==> src/rtl/riscv_pkg.sv <==
// Shared RV32I core definitions: data width, reset PC, bubble encoding and opcode constants.
package riscv_pkg;

    localparam int unsigned XLEN = 32;

    localparam logic [XLEN-1:0] RESET_PC_DEFAULT  = 32'h0000_0000;
    // addi x0, x0, 0
    localparam logic [XLEN-1:0] NOP_INSTR_DEFAULT = 32'h0000_0013;

    localparam logic [6:0] OPC_LUI    = 7'b0110111;
    localparam logic [6:0] OPC_AUIPC  = 7'b0010111;
    localparam logic [6:0] OPC_JAL    = 7'b1101111;
    localparam logic [6:0] OPC_JALR   = 7'b1100111;
    localparam logic [6:0] OPC_BRANCH = 7'b1100011;
    localparam logic [6:0] OPC_LOAD   = 7'b0000011;
    localparam logic [6:0] OPC_STORE  = 7'b0100011;
    localparam logic [6:0] OPC_OP_IMM = 7'b0010011;
    localparam logic [6:0] OPC_OP     = 7'b0110011;

    function automatic logic [XLEN-1:0] align_word(input logic [XLEN-1:0] addr);
        return {addr[XLEN-1:2], 2'b00};
    endfunction

endpackage

==> src/rtl/fetch_stage_if.sv <==
// Fetch-stage bundle: hazard/redirect controls, instruction-memory port and IF/ID outputs.
interface fetch_stage_if;
    import riscv_pkg::*;

    logic            stall_f;
    logic            stall_d;
    logic            flush_d;
    logic            pc_src_e;
    logic [XLEN-1:0] pc_target_e;
    logic [XLEN-1:0] imem_addr;
    logic [XLEN-1:0] imem_rdata;
    logic [XLEN-1:0] instr_d;
    logic [XLEN-1:0] pc_d;
    logic [XLEN-1:0] pc_plus4_d;
    logic            valid_d;
    logic [XLEN-1:0] fetch_count;

    modport master (
        input  stall_f, stall_d, flush_d, pc_src_e, pc_target_e, imem_rdata,
        output imem_addr, instr_d, pc_d, pc_plus4_d, valid_d, fetch_count
    );

    modport slave (
        output stall_f, stall_d, flush_d, pc_src_e, pc_target_e, imem_rdata,
        input  imem_addr, instr_d, pc_d, pc_plus4_d, valid_d, fetch_count
    );

endinterface

==> src/rtl/if_id_reg.sv <==
// IF/ID pipeline register: flush inserts a bubble, else stall holds, else load from fetch.
module if_id_reg
    import riscv_pkg::*;
#(
    parameter logic [XLEN-1:0] NOP_INSTR = NOP_INSTR_DEFAULT
) (
    input  logic            clk,
    input  logic            rst,
    input  logic            flush,
    input  logic            stall,
    input  logic [XLEN-1:0] instr_f,
    input  logic [XLEN-1:0] pc_f,
    input  logic [XLEN-1:0] pc_plus4_f,
    output logic [XLEN-1:0] instr_d,
    output logic [XLEN-1:0] pc_d,
    output logic [XLEN-1:0] pc_plus4_d,
    output logic            valid_d
);

    logic [XLEN-1:0] instr_q, instr_n;
    logic [XLEN-1:0] pc_q, pc_n;
    logic [XLEN-1:0] pc_plus4_q, pc_plus4_n;
    logic            valid_q, valid_n;

    always_comb begin
        instr_n    = instr_q;
        pc_n       = pc_q;
        pc_plus4_n = pc_plus4_q;
        valid_n    = valid_q;
        if (flush) begin
            instr_n    = NOP_INSTR;
            pc_n       = '0;
            pc_plus4_n = '0;
            valid_n    = 1'b0;
        end else if (!stall) begin
            instr_n    = instr_f;
            pc_n       = pc_f;
            pc_plus4_n = pc_plus4_f;
            valid_n    = 1'b1;
        end
    end

    always_ff @(posedge clk or negedge rst) begin
        if (!rst) begin
            instr_q    <= NOP_INSTR;
            pc_q       <= '0;
            pc_plus4_q <= '0;
            valid_q    <= 1'b0;
        end else begin
            instr_q    <= instr_n;
            pc_q       <= pc_n;
            pc_plus4_q <= pc_plus4_n;
            valid_q    <= valid_n;
        end
    end

    assign instr_d    = instr_q;
    assign pc_d       = pc_q;
    assign pc_plus4_d = pc_plus4_q;
    assign valid_d    = valid_q;

endmodule

==> src/rtl/fetch_stage.sv <==
// RV32I instruction-fetch stage: PC register, next-PC selection, IF/ID register, fetch counter.
module fetch_stage
    import riscv_pkg::*;
#(
    parameter logic [XLEN-1:0] RESET_PC  = RESET_PC_DEFAULT,
    parameter logic [XLEN-1:0] NOP_INSTR = NOP_INSTR_DEFAULT
) (
    input  logic          clk,
    input  logic          rst,
    fetch_stage_if.master bus
);

    logic [XLEN-1:0] pc_q, pc_n;
    logic [XLEN-1:0] pc_plus4_f;
    logic [XLEN-1:0] count_q, count_n;
    logic            id_load;

    assign pc_plus4_f = pc_q + 32'd4;

    // Redirect wins over stall_f so a taken branch is never lost behind a hazard.
    always_comb begin
        pc_n = pc_plus4_f;
        if (bus.pc_src_e) begin
            pc_n = align_word(bus.pc_target_e);
        end else if (bus.stall_f) begin
            pc_n = pc_q;
        end
    end

    // Depends only on control inputs, so an X instruction word cannot disturb the count.
    assign id_load = !bus.flush_d && !bus.stall_d;

    always_comb begin
        count_n = count_q;
        if (id_load) begin
            count_n = count_q + 32'd1;
        end
    end

    always_ff @(posedge clk or negedge rst) begin
        if (!rst) begin
            pc_q    <= RESET_PC;
            count_q <= '0;
        end else begin
            pc_q    <= pc_n;
            count_q <= count_n;
        end
    end

    logic [XLEN-1:0] instr_d, pc_d, pc_plus4_d;
    logic            valid_d;

    if_id_reg #(
        .NOP_INSTR (NOP_INSTR)
    ) u_if_id_reg (
        .clk        (clk),
        .rst        (rst),
        .flush      (bus.flush_d),
        .stall      (bus.stall_d),
        .instr_f    (bus.imem_rdata),
        .pc_f       (pc_q),
        .pc_plus4_f (pc_plus4_f),
        .instr_d    (instr_d),
        .pc_d       (pc_d),
        .pc_plus4_d (pc_plus4_d),
        .valid_d    (valid_d)
    );

    assign bus.imem_addr   = pc_q;
    assign bus.instr_d     = instr_d;
    assign bus.pc_d        = pc_d;
    assign bus.pc_plus4_d  = pc_plus4_d;
    assign bus.valid_d     = valid_d;
    assign bus.fetch_count = count_q;

endmodule

==> src/flat_wrapper.sv <==
// flat-port wrapper written by rule: the top's interface ports become plain ports
module fetch_stage_flat import riscv_pkg::*;
#(
    parameter logic [XLEN-1:0] RESET_PC  = RESET_PC_DEFAULT,
    parameter logic [XLEN-1:0] NOP_INSTR = NOP_INSTR_DEFAULT
)
  (clk, rst, bus_stall_f, bus_stall_d, bus_flush_d, bus_pc_src_e, bus_pc_target_e, bus_imem_rdata, bus_imem_addr, bus_instr_d, bus_pc_d, bus_pc_plus4_d, bus_valid_d, bus_fetch_count);
  fetch_stage_if bus_i ();
  input  logic clk;
  input  logic rst;
  input wire logic [$bits(bus_i.stall_f)-1:0] bus_stall_f;
  input wire logic [$bits(bus_i.stall_d)-1:0] bus_stall_d;
  input wire logic [$bits(bus_i.flush_d)-1:0] bus_flush_d;
  input wire logic [$bits(bus_i.pc_src_e)-1:0] bus_pc_src_e;
  input wire logic [$bits(bus_i.pc_target_e)-1:0] bus_pc_target_e;
  input wire logic [$bits(bus_i.imem_rdata)-1:0] bus_imem_rdata;
  output wire logic [$bits(bus_i.imem_addr)-1:0] bus_imem_addr;
  output wire logic [$bits(bus_i.instr_d)-1:0] bus_instr_d;
  output wire logic [$bits(bus_i.pc_d)-1:0] bus_pc_d;
  output wire logic [$bits(bus_i.pc_plus4_d)-1:0] bus_pc_plus4_d;
  output wire logic [$bits(bus_i.valid_d)-1:0] bus_valid_d;
  output wire logic [$bits(bus_i.fetch_count)-1:0] bus_fetch_count;
  assign bus_i.stall_f = bus_stall_f;
  assign bus_i.stall_d = bus_stall_d;
  assign bus_i.flush_d = bus_flush_d;
  assign bus_i.pc_src_e = bus_pc_src_e;
  assign bus_i.pc_target_e = bus_pc_target_e;
  assign bus_i.imem_rdata = bus_imem_rdata;
  assign bus_imem_addr = bus_i.imem_addr;
  assign bus_instr_d = bus_i.instr_d;
  assign bus_pc_d = bus_i.pc_d;
  assign bus_pc_plus4_d = bus_i.pc_plus4_d;
  assign bus_valid_d = bus_i.valid_d;
  assign bus_fetch_count = bus_i.fetch_count;
  fetch_stage #(.RESET_PC(RESET_PC), .NOP_INSTR(NOP_INSTR)) u_core (.clk(clk), .rst(rst), .bus(bus_i));
endmodule
==> config.mk <==
export PLATFORM = sky130hd
export DESIGN_NAME = fetch_stage_flat
export DESIGN_NICKNAME = d
export VERILOG_FILES = /design/src/rtl/riscv_pkg.sv /design/src/rtl/fetch_stage_if.sv /design/src/rtl/if_id_reg.sv /design/src/rtl/fetch_stage.sv /design/src/flat_wrapper.sv
export SDC_FILE = /design/constraint.sdc
export NUM_CORES = 1
export LEC_CHECK = 0
export ABC_CLOCK_PERIOD_IN_PS = 3700
export CORE_MARGIN = 3
export CORE_UTILIZATION = 45
export DETAILED_ROUTE_END_ITERATION = 8
export PLACE_DENSITY = 0.79
export SYNTH_ARGS = -nofsm -noshare
export SYNTH_HDL_FRONTEND = slang
export SYNTH_SLANG_ARGS = --single-unit
==> constraint.sdc <==
create_clock -name clk -period 3.7 [get_ports clk]
set_clock_uncertainty 0.2 [all_clocks]
set_input_delay 0.925 -clock clk [delete_from_list [all_inputs] [get_ports clk]]
set_output_delay 0.925 -clock clk [all_outputs]
set_load 0.01 [all_outputs]
After elaboration in Yosys (flattened, before gate mapping)
Cells that the tools add are included.
Widths: inputs -> output; s select.
{"block": "word_totals", "reg_bits": 161, "input_bits": 70, "out_inout_bits": 161, "word_cells": 23}
{"block": "classes", "n_addsub": 2, "eq_ne": 2, "muxes": 10, "reduce_logical": 3}
{"cell": "$mux 32", "n": 8}
{"cell": "$add 32x1->32 const B", "n": 1}
{"cell": "$add 32x3->32 const B", "n": 1}
{"cell": "$ne 2x1->1 const B", "n": 2}
{"cell": "$logic_not 1->1", "n": 2}
{"cell": "$mux 1", "n": 2}
{"cell": "$logic_and 1x1->1", "n": 1}

Logic depth before layout (Yosys ltp)
Gate-level depths: netlist (run 1).
{"block": "depth", "depth_word": 3, "mapped_depth": 7, "ltp_nobuf": 5}

Hierarchy
A second synthesis (run 1) with hierarchy kept.
{"block": "hier_totals", "cells_unflattened": 705, "area_unflattened_um2": 7553.5}
{"module": "if_id_reg", "instances": 1, "cells_each": 313, "area_per_inst_um2": 3925.0, "seq_area_each_um2": 2431.1}
{"module": "fetch_stage", "instances": 1, "cells_each": 392, "area_per_inst_um2": 3628.5, "seq_area_each_um2": 1551.5}

Worst setup path after synthesis (run 1)
OpenSTA, ideal clock, no wires.
{"block": "synth_path", "path_kind": "input to register", "from": "in bus_stall_f", "to": "reg u_core.pc_q[29] (netlist: u_core.bus.imem_addr[29])", "setup_time_ns": 0.082, "arrival_ns": 2.352, "t_required_ns": 3.418, "slack_ns": 1.066, "cell_stages": 5, "n_path_buf": 2, "path_cell_list": "clkbuf_1 > or4_1 > buf_2 > or4_1 > a31oi_1"}
{"block": "synth_via", "elab_chain_len": 1}
{"item": "start, declared", "line": "flat_wrapper.sv:11", "rtl": "input wire logic [$bits(bus_i.stall_f)-1:0] bus_stall_f;"}
{"item": "$ne 2x1->1 (no line)"}
{"item": "end signal, assigned", "line": "fetch_stage.sv:45", "rtl": "pc_q <= pc_n;"}
{"item": "end, declared", "line": "fetch_stage.sv:13", "rtl": "logic [XLEN-1:0] pc_q, pc_n;"}
No other way between the ends.
A chain may end at the register's enable or synchronous reset.

Final worst setup path (run 1)
Ends and elaborated chain as after synthesis.

==> metrics.txt, run 1 <==
die width=around 140 um; Ant. Diodes=0; Buf/Inv on CP=2; Die H=about 140 um; post-route cell area=10500 um2; final period utilization=0.756; Nets=1000; Post-synth EDFFs=0; async set or reset register ratio after synthesis=1.00; leading area contributor after synthesis=dfrtp_1; # hold bufs at CTS=0; Hold WC Path Type=input port to asynchronous set/reset pin; Syn Inst Count=between 700 and 800; drt wl/cell=18.3 um; Comb power frac=0.168; switching power=1.25 mW; FMAX=approximately 360 MHz; I/O Pins=231; DP Area=9870 um2; Detailed Route Iter0 Violations=427; worst setup margin=0.901 ns; Slew @ Worst Pin=between 0.9 and 1 ns; Critical Path Max Stage Delay=0.65 ns; global-route wire length before repair=34200 um; WL final=~21000 um; cell family with most CP delay=simple AND/OR/NAND/NOR gates; Post-Syn Area per Cell=10.3 um2; #FFs+latches synth=156; clk sink count=156; CTS Buffer Depth=2; GPL Wtd Cong=0.821; Final Hold Fails=0; Final HPWL DP=about 15000 um; status=completed; # DRC=0; Crit. End Element=flop; Yosys cell types=59; Crit. Startpoint=bus_stall_f; Setup-failing EPs final=0; Worst Path Arrival=2.93 ns; top-count cell post-synth=dfrtp_1; die area=18200 um2; layout cells sized above 1=0.0691; CP Class=input port to flop; Root Driver=clkbuf_16; Synth area leaders=dfrtp_1, mux2i_1, nor2_1; Hold Slack=0.222 ns; Leakage=4.41 nW; synthesized cell area=7490 um2; CTS tree=done; Yosys warnings=0; CP Launch Type=input port; DR vias=6344; vias per cell=5.48; largest net degree at the start of global routing=61; Synth top cells by count=dfrtp_1, nor2_1, mux2i_1, nand2_1, xnor2_1; First-pass DRT Iterations=5; Place WS=0.492 ns; GRT overflow=0; min cycle time layout=2.80 ns; total track usage=0.236; Antenna Nets Post-Route=0; most used cell, CP=or4_1; Sum Neg Setup Slack=0 ns; sequential share of the synthesized area=0.522; # rows=46; TritonCTS Buffers=17; Post-CTS Resized=0; critical path cell sequence=clkdlybuf4s50_1 -> buf_4 -> or4_1 -> or4_1 -> a31oi_1; critical path's slowest cell=or4_1; initial antenna violation count=0; Clock Latency Late Sink=between 0.4 and 0.5 ns; Slew Limit Fails=0; Post-CTS Setup Bufs=0; top-area cell type share of the netlist area=0.511; Clk pwr share=0.407; vias in the first global route=6432; sw frac=0.264; Primary FF master, synth=dfrtp_1; FF-to-FF Start=u_core.bus.imem_addr[2]; IO Port Bufs=226; P&R area growth vs syn=40.5%; Core Area=16100 um2; RSZ-0062 raised after global routing=no; Layout fillers=1258; VDD IR max=between 300 and 400 uV; Starting Density=0.466; clock slew at reported path FFs=approximately 0.060 ns; H-tree levels=4; max_slew headroom=0.390; CP required=3.83 ns; Internal Pwr Total=between 3 and 4 mW; final core occ=0.655; Seq pwr share=0.425; worst-path fanout max=11; Max Cap Viol=0; pwr dens=448 nW/um2
==> layout by cell type, fill, tap and decap left out, types with 15 or more instances in the layout <==
| cell type | synthesis | layout |
|---|---|---|
| mux2i_1 | 60 | 60 |
| nand2_1 | 56 | 56 |
| clkdlybuf4s50_1 | 0 | 223 |
| nand4_1 | 21 | 21 |
| nor2_1 | 104 | 104 |
| xnor2_1 | 42 | 42 |
| buf_4 | 5 | 17 |
| clkbuf_16 | 0 | 17 |
| xor2_1 | 15 | 15 |
| or4_1 | 18 | 18 |
| o21ai_0 | 26 | 26 |
| dfrtp_1 | 153 | 153 |
==> logic make-up after synthesis <==
kind of cell | after synthesis | share of synthesized area
other | 1 | 0.000501
and+or+nand+nor | 282 | 0.196
AOI/OAI and AO/OA | 96 | 0.0874
buffers and inverters | 75 | 0.0429
xor gates and xnor gates | 57 | 0.0667
DFF | 156 | 0.522
adders and majority gates | 2 | 0.00334
muxes | 61 | 0.0817
==> final timing paths <==
check                                               endpoint  slack [ns]  depth (start not counted)
setup / recovery                    u_core.bus.imem_addr[29]        0.90                          5
hold / removal                      u_core.bus.imem_addr[10]        0.22                          1
setup reg to reg           u_core.u_if_id_reg.pc_plus4_d[27]        0.99                          4
hold reg to reg                   u_core.bus.fetch_count[31]        0.27                          1
max in group asynchronous         u_core.bus.fetch_count[15]        2.33                          2
min in group clk                  u_core.bus.fetch_count[31]        0.27                          1
==> power groups by stage <==
stage	sequential, mW	combinational [mW]	clock (mW)
CTS	2.00	0.800	1.94
floorplan	2.03	0.312	0
global route	2.02	0.860	2.03
finish	2.00	0.789	1.92
detailed placement	2.03	0.795	0
global placement	2.02	0.779	0
==> routing by layer <==
layer | routed length (um) | global-route usage
met5 | 0 | 0
met4 | 477 | 0.0896
met1 | 8710 | 0.303
met2 | 10000 | 0.378
met3 | 1890 | 0.0715
==> final cells by class <==
| class | instances | area, um2 | area share |
|---|---|---|---|
| Multi-Input combinational cell | 500 | 3260 | 0.310 |
| Inverter | 11 | 41.3 | 0.00392 |
| Tap cell | 216 | 270 | 0.0257 |
| Clock buffer | 18 | 429 | 0.0408 |
| Sequential cell | 156 | 3910 | 0.371 |
| Timing Repair Buffer | 242 | 2390 | 0.227 |
| Clock inverter | 14 | 220 | 0.0209 |
==> worst reg2reg max path: cells and delay by family, from the launching register on <==
kind / cells / cell delay [ns]
DFF: 1 / 0.52
and+or+nand+nor: 3 / 1.62
AOI/OAI and AO/OA: 1 / 0.28
==> registers in the layout (all words and copies together), names as in the netlist <==
register / count
u_core.bus.fetch_count: 32
u_core.bus.imem_addr: 30
u_core.u_if_id_reg.instr_d: 32
u_core.u_if_id_reg.pc_d: 31
u_core.u_if_id_reg.pc_plus4_d: 30
u_core.u_if_id_reg.valid_d: 1
==> metrics by stage <==
stage	total power, mW	cells
3_5_place_dp	2.82	1125
6_report	4.71	1157
4_1_cts	4.74	1157
2_1_floorplan	2.35	731
5_1_grt	4.91	1157
3_3_place_gp	2.80	1125
Power figures use the tool's default switching activity.
==> inputs of run 2 (changes only) <==
--- a/config.mk
+++ b/config.mk
@@ -5,7 +5,7 @@
 export SDC_FILE = /design/constraint.sdc
 export NUM_CORES = 1
 export LEC_CHECK = 0
-export ABC_CLOCK_PERIOD_IN_PS = 3700
+export ABC_CLOCK_PERIOD_IN_PS = 2650
 export CORE_MARGIN = 3
 export CORE_UTILIZATION = 45
 export DETAILED_ROUTE_END_ITERATION = 8
==> constraint.sdc (replaced) <==
create_clock -name clk -period 2.65 [get_ports clk]
set_clock_uncertainty 0.2 [all_clocks]
set_input_delay 0.6625 -clock clk [delete_from_list [all_inputs] [get_ports clk]]
set_output_delay 0.6625 -clock clk [all_outputs]
set_load 0.01 [all_outputs]
==> metrics.txt, run 2 (synthesis gave the netlist of run 1 again) <==
status=completed (unchanged); Max Cap Viol=0 (unchanged); layout cells sized above 1=0.0967 (was 0.0691); min cycle time layout=2.53 ns; TritonCTS Buffers=17 (unchanged); Core Area=16100 um2 (unchanged); # DRC=0 (unchanged); Setup-failing EPs final=0 (unchanged); critical path cell sequence=clkdlybuf4s50_1 (was clkdlybuf4s50_1 -> buf_4 -> or4_1 -> or4_1 -> a31oi_1); worst-path fanout max=10 (was 11); Worst Path Arrival=1.67 ns (was 2.93 ns); die area=18200 um2 (unchanged); worst setup margin=0.118 ns (was 0.901 ns); Root Driver=clkbuf_16 (unchanged); cell family with most CP delay=buffers and inverters (was simple AND/OR/NAND/NOR gates); total track usage=0.241 (was 0.236); Hold Slack=0.278 ns (was 0.222 ns); GPL Wtd Cong=0.891 (was 0.821); Pwr Total=6.43 mW (was 4.71 mW); VDD IR max=454 uV (was 332 uV); CP Launch Type=flop (was input port); DR vias=6515 (was 6344); Layout fillers=1261 (was 1258); most common cell after layout, fill and taps aside=clkdlybuf4s50_1 (unchanged); pwr dens=600 nW/um2 (was 448 nW/um2); die width=135 um (unchanged); Sum Neg Setup Slack=0 ns (unchanged); Leakage=4.55 nW (was 4.41 nW); Slew Limit Fails=0 (unchanged); P&R area growth vs syn=43.3% (was 40.5%); Slew @ Worst Pin=0.729 ns (was 0.907 ns); Post-CTS Setup Bufs=0 (unchanged); Final Hold Fails=0 (unchanged); register area=3910 um2 (unchanged); Buf/Inv on CP=1 (was 2); Hold WC Path Type=flop to flop (was input port to asynchronous set/reset pin); WL final=21500 um (was 21100 um); IO Port Bufs=226 (unchanged); global-route wire length before repair=34600 um (was 34200 um); max_slew headroom=0.514 (was 0.390); DP Area=10100 um2 (was 9870 um2); clock slew at reported path FFs=0.06 ns (about the same); post-route cell area=10700 um2 (was 10500 um2); critical path's slowest cell=clkdlybuf4s50_1 (was or4_1); largest net degree at the start of global routing=51 (was 61); RSZ-0062 raised after global routing=no (unchanged); final period utilization=0.955; GRT overflow=0 (unchanged); CP required=1.79 ns (was 3.83 ns); I/O Pins=231 (unchanged); FMAX=~390 MHz; Final HPWL DP=15500 um (was 14800 um); Antenna Nets Post-Route=0 (unchanged); commonest non-fill, non-tap cells in the layout=clkdlybuf4s50_1, dfrtp_1, nor2_1 (unchanged); area of the multi-input gates=3260 um2 (unchanged); final core occ=0.668 (was 0.655); First-pass DRT Iterations=5 (unchanged); Layout Cells excl Fill=1188 (was 1157); # rows=46 (unchanged); Nets=1032 (was 1000); clk sink count=156 (unchanged); vias in the first global route=6498 (was 6432); Critical Path Max Stage Delay=0.64 ns (was 0.65 ns); CTS tree=done (unchanged); Detailed Route Iter0 Violations=463 (was 427); Ant. Diodes=0 (unchanged); CTS Buffer Depth=2 (unchanged); dpl cells=1156 (was 1125); Clock Latency Late Sink=0.42 ns (about the same); H-tree levels=4 (unchanged); drt wl/cell=18.1 um (was 18.3 um); Die H=135 um (unchanged); Place WS=-0.216 ns (was 0.492 ns); vias per cell=5.48 (about the same); Crit. End Element=primary output (was flop); Starting Density=0.466 (unchanged); initial antenna violation count=0 (unchanged); CP Class=flop to primary output (was input port to flop)
-- run 2: final cells by class --
type	count	area share
Clock buffer	20	0.0416
Multi-Input combinational cell	500	0.304
Sequential cell	156	0.364
Inverter	11	0.00385
Clock inverter	11	0.0135
Tap cell	216	0.0252
Timing Repair Buffer	274	0.248
-- run 2: path summary, 6_finish.rpt --
path	start	endpoint	slack (ns)	cells after the start
hold / removal	u_core.u_if_id_reg.valid_d	u_core.u_if_id_reg.valid_d	0.28	1
setup / recovery	u_core.bus.imem_addr[19]	bus_imem_addr[19]	0.12	1
max in group asynchronous	rst	u_core.u_if_id_reg.instr_d[1]	1.01	3
setup reg to reg	u_core.bus.imem_addr[3]	u_core.u_if_id_reg.pc_plus4_d[20]	0.12	5
hold reg to reg	u_core.u_if_id_reg.valid_d	u_core.u_if_id_reg.valid_d	0.28	1
min in group asynchronous	rst	u_core.u_if_id_reg.pc_plus4_d[13]	0.53	2
-- run 2: where the power goes --
group	internal (mW)	switching (mW)	total, mW
Combinational	0.640	0.546	1.19
Sequential	2.57	0.206	2.77
Clock	1.50	0.979	2.48
Total	4.70	1.73	6.43
-- run 2: metal layers --
metal,global-route usage,wire (um),up-vias
met4,0.0873,436,0
met1,0.315,9150,3174
li1,-,-,3055
met5,0,0,-
met3,0.0712,1700,32
met2,0.383,10200,254
-- run 2: repair_timing --
item	4_1_cts	5_1_grt
endpoints found under the hold margin	37	0
hold buffers	1	0
gates resized for setup	0	0
setup endpoints to repair	0	0
-- run 2: worst reg2reg max path, delay by kind of cell (launching register included) --
| kind | cells | cell delay (ns) |
|---|---|---|
| AO/OA/AOI/OAI | 1 | 0.29 |
| adder cells (fa/ha/maj) | 1 | 0.32 |
| flip-flops | 1 | 0.50 |
| AND/OR/NAND/NOR | 3 | 1.11 |
==> inputs of run 3 (changes only) <==
--- a/config.mk
+++ b/config.mk
@@ -6,6 +6,7 @@
 export NUM_CORES = 1
 export LEC_CHECK = 0
 export ABC_CLOCK_PERIOD_IN_PS = 2650
+export CORE_ASPECT_RATIO = 1.1
 export CORE_MARGIN = 3
 export CORE_UTILIZATION = 45
 export DETAILED_ROUTE_END_ITERATION = 8
@@ -13,3 +14,4 @@
 export SYNTH_ARGS = -nofsm -noshare
 export SYNTH_HDL_FRONTEND = slang
 export SYNTH_SLANG_ARGS = --single-unit
+export TNS_END_PERCENT = 10
==> metrics.txt, run 3 (synthesis gave the netlist of run 1 again) <==
CP Class=flop to primary output (unchanged); Max Cap Viol=0 (unchanged); worst-path fanout max=9 (was 10); Hold WC Path Type=input port to asynchronous set/reset pin (was flop to flop); Worst Path Arrival=1.63 ns (was 1.67 ns); Setup-failing EPs final=0 (unchanged); CTS Buffer Depth=2 (unchanged); final period utilization=0.942 (was 0.955); Crit. End Element=primary output (unchanged); die area=18200 um2 (about the same); Slew Limit Fails=0 (unchanged); # DRC=0 (unchanged); GRT overflow=0 (unchanged); critical path's slowest cell=clkdlybuf4s50_1 (unchanged); register area=3910 um2 (unchanged); Ant. Diodes=0 (unchanged); status=completed (unchanged); Layout Cells excl Fill=1179 (was 1188); Detailed Route Iter0 Violations=342 (was 463); layout cells sized above 1=0.103 (was 0.0967); GPL Wtd Cong=0.870 (was 0.891); vias per cell=5.53 (was 5.48); # rows=48 (was 46); vias in the first global route=6539 (was 6498); commonest non-fill, non-tap cells in the layout=clkdlybuf4s50_1, dfrtp_1, nor2_1 (unchanged); total track usage=0.242 (was 0.241); CTS tree=done (unchanged); Clock Latency Late Sink=0.42 ns (about the same); pwr dens=603 nW/um2 (was 600 nW/um2); initial antenna violation count=0 (unchanged); clock slew at reported path FFs=0.06 ns (about the same); FMAX=401 MHz (was 395 MHz); VDD IR max=389 uV (was 454 uV); CP required=1.79 ns (about the same); min cycle time layout=2.50 ns (was 2.53 ns); met3 Use GR=0.0587 (was 0.0712); Leakage=4.59 nW (was 4.55 nW); largest net degree at the start of global routing=69 (was 51); First-pass DRT Iterations=4 (was 5); max_slew headroom=0.591 (was 0.514); GR Layer Usage met2=0.385 (was 0.383); area of the multi-input gates=3260 um2 (unchanged); global routing's busiest layer=met2 (unchanged); DR vias=6520 (was 6515); Layout fillers=1268 (was 1261); RSZ-0062 raised after global routing=no (unchanged); P&R area growth vs syn=44.0% (was 43.3%); cell family with most CP delay=buffers and inverters (unchanged); dpl cells=1147 (was 1156); TritonCTS Buffers=17 (unchanged); Critical Path Max Stage Delay=0.65 ns (was 0.64 ns); Final HPWL DP=15500 um (about the same); drt wl/cell=18.3 um (was 18.1 um); Nets=1038 (was 1032); die width=129 um (was 135 um); H-tree levels=4 (unchanged); critical path cell sequence=clkdlybuf4s50_1 (unchanged); I/O Pins=231 (unchanged); Starting Density=0.469 (was 0.466); IO Port Bufs=226 (unchanged); WL final=21500 um (about the same); Final Hold Fails=0 (unchanged); met1 usage=0.331 (was 0.315); Root Driver=clkbuf_16 (unchanged); Die H=141 um (was 135 um); clk sink count=156 (unchanged); CP Launch Type=flop (unchanged); Antenna Nets Post-Route=0 (unchanged); Slew @ Worst Pin=0.614 ns (was 0.729 ns); Buf/Inv on CP=1 (unchanged); Sum Neg Setup Slack=0 ns (unchanged); # hold bufs at CTS=0 (was 1); global-route wire length before repair=35100 um (was 34600 um); most common cell after layout, fill and taps aside=clkdlybuf4s50_1 (unchanged); Core Area=16000 um2 (was 16100 um2)
## run 3: worst paths after layout
path                            slack, ns  depth (start not counted)                  startpoint                                end
worst max register to register       0.20                          4    u_core.bus.imem_addr[13]           u_core.bus.imem_addr[28]
worst max-delay path                 0.15                          1    u_core.bus.imem_addr[24]                  bus_imem_addr[24]
worst min-delay path                 0.04                          1                         rst           u_core.bus.imem_addr[24]
min in group clk                     0.28                          1  u_core.bus.fetch_count[31]         u_core.bus.fetch_count[31]
max in group asynchronous            1.54                          2                         rst  u_core.u_if_id_reg.pc_plus4_d[27]
worst min register to register       0.28                          1  u_core.bus.fetch_count[31]         u_core.bus.fetch_count[31]
## run 3: power breakdown
part	internal, mW	switching (mW)
Clock	1.56	0.971
Combinational	0.652	0.566
Sequential	2.57	0.182
## run 3: routing by layer
layer,vias up,routed length [um],share of wire
met5,-,0,0
met4,0,308,0.014
met3,16,1640,0.076
met2,264,10400,0.48
met1,3179,9230,0.43
li1,3061,-,-
## run 3: what timing repair did
item | in CTS | in global routing
hold endpoints to repair | 0 | 0
gates resized for setup | 0 | 1
buffers inserted | 0 | 0
endpoints found under the setup margin | 0 | 1
## run 3: final cells by class
type / count / area share
flip-flops and latches: 156 / 0.362
multi-input cells: 500 / 0.303
repair buffers: 280 / 0.251
clock buffers: 23 / 0.0443
well taps: 200 / 0.0232
clock inverters: 9 / 0.0127
inverters: 11 / 0.00383
## run 3: metrics by stage
| step | setup slack, ns | instance area [um2] | power, mW | hold WS, ns | utilization |
|---|---|---|---|---|---|
| final | 0.155 | 10800 | 6.50 | 0.0369 | 0.675 |
| after global routing | 0.0909 | 10800 | 6.77 | 0.0806 | 0.675 |
| after CTS | 0.121 | 10800 | 6.56 | 0.0505 | 0.675 |
| after detailed placement | -0.212 | 10200 | 4.01 | 0.277 | 0.636 |
| after global placement | -0.181 | 10200 | 3.99 | 0.256 | 0.636 |
| after floorplan | 0.278 | 7490 | 3.28 | 0.167 | - |
